==> src/rtl/riscv_dmem_wb_bridge_if.sv <==
// Wishbone classic bus between the data-side bridge (master) and a memory slave.
interface riscv_dmem_wb_bridge_if;
    logic        cyc_o;
    logic        stb_o;
    logic        we_o;
    logic [3:0]  sel_o;
    logic [31:0] adr_o;
    logic [31:0] dat_o;
    logic [31:0] dat_i;
    logic        ack_i;
    logic        err_i;

    modport master (
        output cyc_o, stb_o, we_o, sel_o, adr_o, dat_o,
        input  dat_i, ack_i, err_i
    );

    modport slave (
        input  cyc_o, stb_o, we_o, sel_o, adr_o, dat_o,
        output dat_i, ack_i, err_i
    );
endinterface

==> src/rtl/riscv_dmem_wb_bridge.sv <==
// Data-side bridge: one tagged load/store/flush/invalidate at a time, each load/store
// becomes a single Wishbone classic cycle guarded by a timeout.
module riscv_dmem_wb_bridge #(
    parameter int unsigned TIMEOUT   = 255,
    parameter int unsigned TIMEOUT_W = 8
) (
    input  logic        clk_i,
    input  logic        rst_ni,
    input  logic        mem_rd_i,
    input  logic [3:0]  mem_wr_i,
    input  logic [31:0] mem_addr_i,
    input  logic [31:0] mem_data_wr_i,
    input  logic [10:0] mem_req_tag_i,
    input  logic        mem_cacheable_i,
    input  logic        mem_flush_i,
    input  logic        mem_invalidate_i,
    output logic        mem_accept_o,
    output logic        mem_ack_o,
    output logic        mem_error_o,
    output logic [31:0] mem_data_rd_o,
    output logic [10:0] mem_resp_tag_o,
    riscv_dmem_wb_bridge_if.master wb
);

    localparam logic [TIMEOUT_W-1:0] TIMEOUT_CNT = TIMEOUT_W'(TIMEOUT);

    typedef enum logic [1:0] {
        ST_IDLE,
        ST_BUS,
        ST_RESP
    } state_e;

    state_e               state_q, state_d;
    logic [TIMEOUT_W-1:0] cnt_q, cnt_d;
    logic                 we_q, we_d;
    logic [3:0]           sel_q, sel_d;
    logic [31:0]          adr_q, adr_d;
    logic [31:0]          dat_q, dat_d;
    logic [10:0]          tag_q, tag_d;
    logic                 ack_q, ack_d;
    logic                 err_q, err_d;
    logic [31:0]          rdata_q, rdata_d;
    logic [10:0]          rtag_q, rtag_d;

    logic req;
    logic cache_op;
    logic is_store;
    logic timeout_hit;

    // The cache hint and the sub-word address bits have no meaning on a word-wide bus.
    logic unused_ok;
    assign unused_ok = mem_cacheable_i ^ mem_addr_i[1] ^ mem_addr_i[0];

    assign is_store    = |mem_wr_i;
    assign cache_op    = mem_flush_i | mem_invalidate_i;
    assign req         = mem_rd_i | is_store | cache_op;
    assign timeout_hit = (TIMEOUT != 0) && (cnt_q == TIMEOUT_CNT);

    // NOTE: every always_comb output gets a default first, so no path can infer a latch.
    always_comb begin
        state_d = state_q;
        cnt_d   = cnt_q;
        we_d    = we_q;
        sel_d   = sel_q;
        adr_d   = adr_q;
        dat_d   = dat_q;
        tag_d   = tag_q;
        ack_d   = 1'b0;
        err_d   = 1'b0;
        rdata_d = '0;
        rtag_d  = '0;

        unique case (state_q)
            ST_IDLE: begin
                if (req) begin
                    tag_d = mem_req_tag_i;
                    adr_d = {mem_addr_i[31:2], 2'b00};
                    dat_d = mem_data_wr_i;
                    if (cache_op) begin
                        // Maintenance ops have no bus side; answer straight away.
                        state_d = ST_RESP;
                        ack_d   = 1'b1;
                        rtag_d  = mem_req_tag_i;
                    end else begin
                        we_d    = is_store;
                        sel_d   = is_store ? mem_wr_i : 4'hF;
                        cnt_d   = '0;
                        state_d = ST_BUS;
                    end
                end
            end

            ST_BUS: begin
                if (wb.err_i) begin
                    state_d = ST_RESP;
                    ack_d   = 1'b1;
                    err_d   = 1'b1;
                    rtag_d  = tag_q;
                end else if (wb.ack_i) begin
                    state_d = ST_RESP;
                    ack_d   = 1'b1;
                    rdata_d = we_q ? 32'h0 : wb.dat_i;
                    rtag_d  = tag_q;
                end else if (timeout_hit) begin
                    state_d = ST_RESP;
                    ack_d   = 1'b1;
                    err_d   = 1'b1;
                    rtag_d  = tag_q;
                end else begin
                    cnt_d = cnt_q + 1'b1;
                end
            end

            ST_RESP: begin
                state_d = ST_IDLE;
                cnt_d   = '0;
            end

            default: state_d = ST_IDLE;
        endcase
    end

    // NOTE: state registers use non-blocking assignments so every flop samples pre-edge values.
    always_ff @(posedge clk_i or negedge rst_ni) begin
        if (!rst_ni) begin
            state_q <= ST_IDLE;
            cnt_q   <= '0;
            we_q    <= 1'b0;
            sel_q   <= '0;
            adr_q   <= '0;
            dat_q   <= '0;
            tag_q   <= '0;
            ack_q   <= 1'b0;
            err_q   <= 1'b0;
            rdata_q <= '0;
            rtag_q  <= '0;
        end else begin
            state_q <= state_d;
            cnt_q   <= cnt_d;
            we_q    <= we_d;
            sel_q   <= sel_d;
            adr_q   <= adr_d;
            dat_q   <= dat_d;
            tag_q   <= tag_d;
            ack_q   <= ack_d;
            err_q   <= err_d;
            rdata_q <= rdata_d;
            rtag_q  <= rtag_d;
        end
    end

    assign mem_accept_o   = (state_q == ST_IDLE);
    assign mem_ack_o      = ack_q;
    assign mem_error_o    = err_q;
    assign mem_data_rd_o  = rdata_q;
    assign mem_resp_tag_o = rtag_q;

    assign wb.cyc_o = (state_q == ST_BUS);
    assign wb.stb_o = (state_q == ST_BUS);
    assign wb.we_o  = we_q;
    assign wb.sel_o = sel_q;
    assign wb.adr_o = adr_q;
    assign wb.dat_o = dat_q;

endmodule

==> src/flat_wrapper.sv <==
// flat-port wrapper written by rule: the top's interface ports become plain ports
module riscv_dmem_wb_bridge_flat 
#(
    parameter int unsigned TIMEOUT   = 255,
    parameter int unsigned TIMEOUT_W = 8
)
  (clk_i, rst_ni, mem_rd_i, mem_wr_i, mem_addr_i, mem_data_wr_i, mem_req_tag_i, mem_cacheable_i, mem_flush_i, mem_invalidate_i, mem_accept_o, mem_ack_o, mem_error_o, mem_data_rd_o, mem_resp_tag_o, wb_cyc_o, wb_stb_o, wb_we_o, wb_sel_o, wb_adr_o, wb_dat_o, wb_dat_i, wb_ack_i, wb_err_i);
  riscv_dmem_wb_bridge_if wb_i ();
  input  logic clk_i;
  input  logic rst_ni;
  input  logic mem_rd_i;
  input  logic [3:0] mem_wr_i;
  input  logic [31:0] mem_addr_i;
  input  logic [31:0] mem_data_wr_i;
  input  logic [10:0] mem_req_tag_i;
  input  logic mem_cacheable_i;
  input  logic mem_flush_i;
  input  logic mem_invalidate_i;
  output logic mem_accept_o;
  output logic mem_ack_o;
  output logic mem_error_o;
  output logic [31:0] mem_data_rd_o;
  output logic [10:0] mem_resp_tag_o;
  output wire logic [$bits(wb_i.cyc_o)-1:0] wb_cyc_o;
  output wire logic [$bits(wb_i.stb_o)-1:0] wb_stb_o;
  output wire logic [$bits(wb_i.we_o)-1:0] wb_we_o;
  output wire logic [$bits(wb_i.sel_o)-1:0] wb_sel_o;
  output wire logic [$bits(wb_i.adr_o)-1:0] wb_adr_o;
  output wire logic [$bits(wb_i.dat_o)-1:0] wb_dat_o;
  input wire logic [$bits(wb_i.dat_i)-1:0] wb_dat_i;
  input wire logic [$bits(wb_i.ack_i)-1:0] wb_ack_i;
  input wire logic [$bits(wb_i.err_i)-1:0] wb_err_i;
  assign wb_cyc_o = wb_i.cyc_o;
  assign wb_stb_o = wb_i.stb_o;
  assign wb_we_o = wb_i.we_o;
  assign wb_sel_o = wb_i.sel_o;
  assign wb_adr_o = wb_i.adr_o;
  assign wb_dat_o = wb_i.dat_o;
  assign wb_i.dat_i = wb_dat_i;
  assign wb_i.ack_i = wb_ack_i;
  assign wb_i.err_i = wb_err_i;
  riscv_dmem_wb_bridge #(.TIMEOUT(TIMEOUT), .TIMEOUT_W(TIMEOUT_W)) u_core (.clk_i(clk_i), .rst_ni(rst_ni), .mem_rd_i(mem_rd_i), .mem_wr_i(mem_wr_i), .mem_addr_i(mem_addr_i), .mem_data_wr_i(mem_data_wr_i), .mem_req_tag_i(mem_req_tag_i), .mem_cacheable_i(mem_cacheable_i), .mem_flush_i(mem_flush_i), .mem_invalidate_i(mem_invalidate_i), .mem_accept_o(mem_accept_o), .mem_ack_o(mem_ack_o), .mem_error_o(mem_error_o), .mem_data_rd_o(mem_data_rd_o), .mem_resp_tag_o(mem_resp_tag_o), .wb(wb_i));
endmodule
==> config.mk <==
export PLATFORM = sky130hd
export DESIGN_NAME = riscv_dmem_wb_bridge_flat
export DESIGN_NICKNAME = d
export VERILOG_FILES = /design/src/rtl/riscv_dmem_wb_bridge_if.sv /design/src/rtl/riscv_dmem_wb_bridge.sv /design/src/flat_wrapper.sv
export SDC_FILE = /design/constraint.sdc
export NUM_CORES = 1
export LEC_CHECK = 0
export ABC_AREA = 1
export CAP_MARGIN = 20
export CORE_ASPECT_RATIO = 0.6
export CORE_MARGIN = 2
export CORE_UTILIZATION = 42
export CTS_CLUSTER_DIAMETER = 120
export DETAILED_ROUTE_END_ITERATION = 8
export PLACE_DENSITY = 0.8
export SYNTH_ARGS = -nofsm -noshare
export SYNTH_HDL_FRONTEND = slang
export SYNTH_SLANG_ARGS = --single-unit
==> constraint.sdc <==
create_clock -name clk_i -period 2.09 [get_ports clk_i]
set_clock_uncertainty 0.2 [all_clocks]
set_input_delay 0.418 -clock clk_i [delete_from_list [all_inputs] [get_ports clk_i]]
set_output_delay 0.418 -clock clk_i [all_outputs]
set_load 0.005 [all_outputs]
==> results.ini <==
[status]
status=finished, final reports clean

[final_layout]
post-route-util_pct=69.09
mostFrequentLayoutCells=226 x clkdlybuf4s50_1, 192 x nand2_1, 132 x dfrtp_1, 82 x nand3_1, 32 x nor3b_1
area_delta_synth_final_pct=57.51
fin_nets=922
diodes=0
fin_cells=978
n_fill_cell=909
layout-drive-gt1-share_pct=7.257
final_common_cell=clkdlybuf4s50_1

[route]
postRouteAntennaNets=0
viasPerCell=4.898
routed_wl_mm=15.29
remaining_drc_errors=0
drt_first_pass_iters=4
routedWlPerCell_um=15.64
drt-initial-drc-count=313
vias=4790

[yosys]
synth_top_area_cell=dfrtp_1
syn_inst=570
netlist.area_leader.share_pct=61.90
ys_ff_latch=133
yosysWarningCount=0
synth_edf_count=0
synthArstFlopShare_pct=100.0
synth.avg_cell_area_um2=9.432
ys_top_cells_by_area=dfrtp_1 62%, nand2_1 13%, nand3_1 7.6%
synth_area_mm2=0.005376
seq_area_frac_synth_pct=61.90
ys_types=25
ys.flop_type=dfrtp_1

[worst_setup_path]
worstPathCellList=clkdlybuf4s50_1
setup.worst_path.end_class=output port
cp_slowest_stage_delay_ns=0.56
crit_path_start_kind=flip-flop
path_class=reg2out
arrival_ns=1.32
cp.required_ns=1.47
path_delay_family=buffers and inverters
slowest_stage=clkdlybuf4s50_1
crit_fanout=2
path_buf_inv=1

[clock_tree]
cts_root_buf=clkbuf_16
clock_sinks=133
cts_inserted_buffers=17
htree_levels=4
cts_buffer_depth=2
cts_tree=yes
clk_latency_ns=0.40
cts.clk_slew.worst_paths_ns=0.06

[grt]
grt.met1_usage_pct=28.14
met2_usage_pct=36.42
grt_pass1_vias=4804
grt_first_pass_wirelength_mm=24.09
antenna_found_initial=0
grt_use_total_pct=22.59
use_met3_pct=8.756
grt-busiest-layer=met2
grt_max_degree=63
overflow=0

[die]
start_util_pct=43.86
dieArea_mm2=0.01375
die_w_um=150.1
coreArea_mm2=0.01226
rows=31
die_height_um=91.64
io_pins=236

[sta]
tns_ns=0
fmax_ghz=0.5166
period_share_pct=92.62
grt_setup_unrepaired=false
final-max-slew-violation-count=0
period_needed_ns=1.936
hold_violations=0
setup_viol=0
whs_ns=0.2696

[power_and_ir_drop]
cell_internal_pwr_uw=7260
sw_frac_of_total_pct=30.88
pwr-share-clk_pct=28.1
p_per_area_mw_per_mm2=1240
ir_drop_mv=0.6512
combPwrFrac_pct=34.9
pwr-share-seq_pct=37.0
leakage_uw=0.003951
p_sw_uw=3244

[min_path]
hp-class=reg2reg

[placed_design]
gp_congestion=0.8390
dp_hpwl_mm=10.87
portBuffers=230
place_inst=946

[job]
max_cap_viol_count=0

cells in the mapped netlist (all sizes together), types with 2 or more instances:
cell type	n
dfrtp	133
nor2	23
buf	25
nand2	194
nand4	2
nor3b	32
o21bai	2
nand3	84
inv	30
clkbuf	11
o21ai	29
per-stage QoR:
stage / power, uW / cell area [um^2] / setup slack [ns]
finish: 10500 / 8468 / 0.1541
global route: 11150 / 8468 / 0.01504
CTS: 10610 / 8468 / 0.1323
detailed placement: 7613 / 7866 / -0.02576
global placement: 7433 / 7866 / 0.04253
floorplan: 5403 / 5380 / 0.5259
cell type report:
cell class / instances / area [um^2] / share of cell area, %
Clock buffer: 18 / 429.2 / 5.068
Inverter: 30 / 112.6 / 1.330
Tap cell: 165 / 206.4 / 2.438
Sequential cell: 133 / 3329 / 39.32
Timing Repair Buffer: 248 / 2500 / 29.52
Multi-Input combinational cell: 372 / 1733 / 20.46
Clock inverter: 12 / 157.7 / 1.862
power by group through the flow:
stage,Clock [uW],Combinational (uW),Sequential (uW)
floorplan,0,1470,3940
global placement,0,3560,3870
detailed placement,0,3690,3920
CTS,3020,3710,3880
global route,3140,4030,3980
finish,2950,3660,3890
worst paths after layout:
| check | slack (ns) | end | depth (start not counted) | from |
|---|---|---|---|---|
| worst max register to register | 0.17 | u_core.mem_resp_tag_o[0] | 7 | u_core.cnt_q[0] |
| worst max-delay path | 0.15 | wb_dat_o[2] | 1 | u_core.wb.dat_o[2] |
| max in group asynchronous | 0.81 | u_core.wb.adr_o[11] | 3 | rst_ni |
| worst min-delay path | 0.27 | u_core.wb.dat_o[0] | 2 | u_core.wb.dat_o[0] |
| min in group asynchronous | 0.30 | u_core.wb.dat_o[7] | 2 | rst_ni |
| worst min register to register | 0.27 | u_core.wb.dat_o[0] | 2 | u_core.wb.dat_o[0] |
kinds of logic (layout without fill, tap and decap cells):
family,Yosys count,in the layout,share of synthesized area [%]
AND/OR/NAND/NOR,337,337,28.62
flip-flops,133,133,61.90
buffers and inverters,66,308,6.028
AO/OA/AOI/OAI,31,31,2.979
adder cells (fa/ha/maj),1,1,0.2327
other,1,2,0.06975
XOR/XNOR,1,1,0.1629
metal layers:
layer	vias up	share of wire, %
li1	2277	-
met1	2294	41
met2	210	47
met3	9	11
met4	0	0.74
met5	-	0
flip-flops by register name, indices dropped and copies added, names as in the netlist:
name and count:
u_core.wb.adr_o 30, u_core.state_q 2, u_core.wb.dat_o 32, u_core.wb.we_o 1, u_core.wb.sel_o 4, u_core.mem_data_rd_o 32
u_core.tag_q 11, u_core.mem_ack_o 1, u_core.mem_error_o 1, u_core.mem_resp_tag_o 11, u_core.cnt_q 8
timing repair:
action                                  4_1_cts  5_1_grt
resized for setup                             4        0
hold buffers                                  1        0
hold endpoints to repair                     32        0
endpoints found under the setup margin        3        0
setup buffers                                 1        0
No activity file was read; power rests on OpenSTA's default activity.
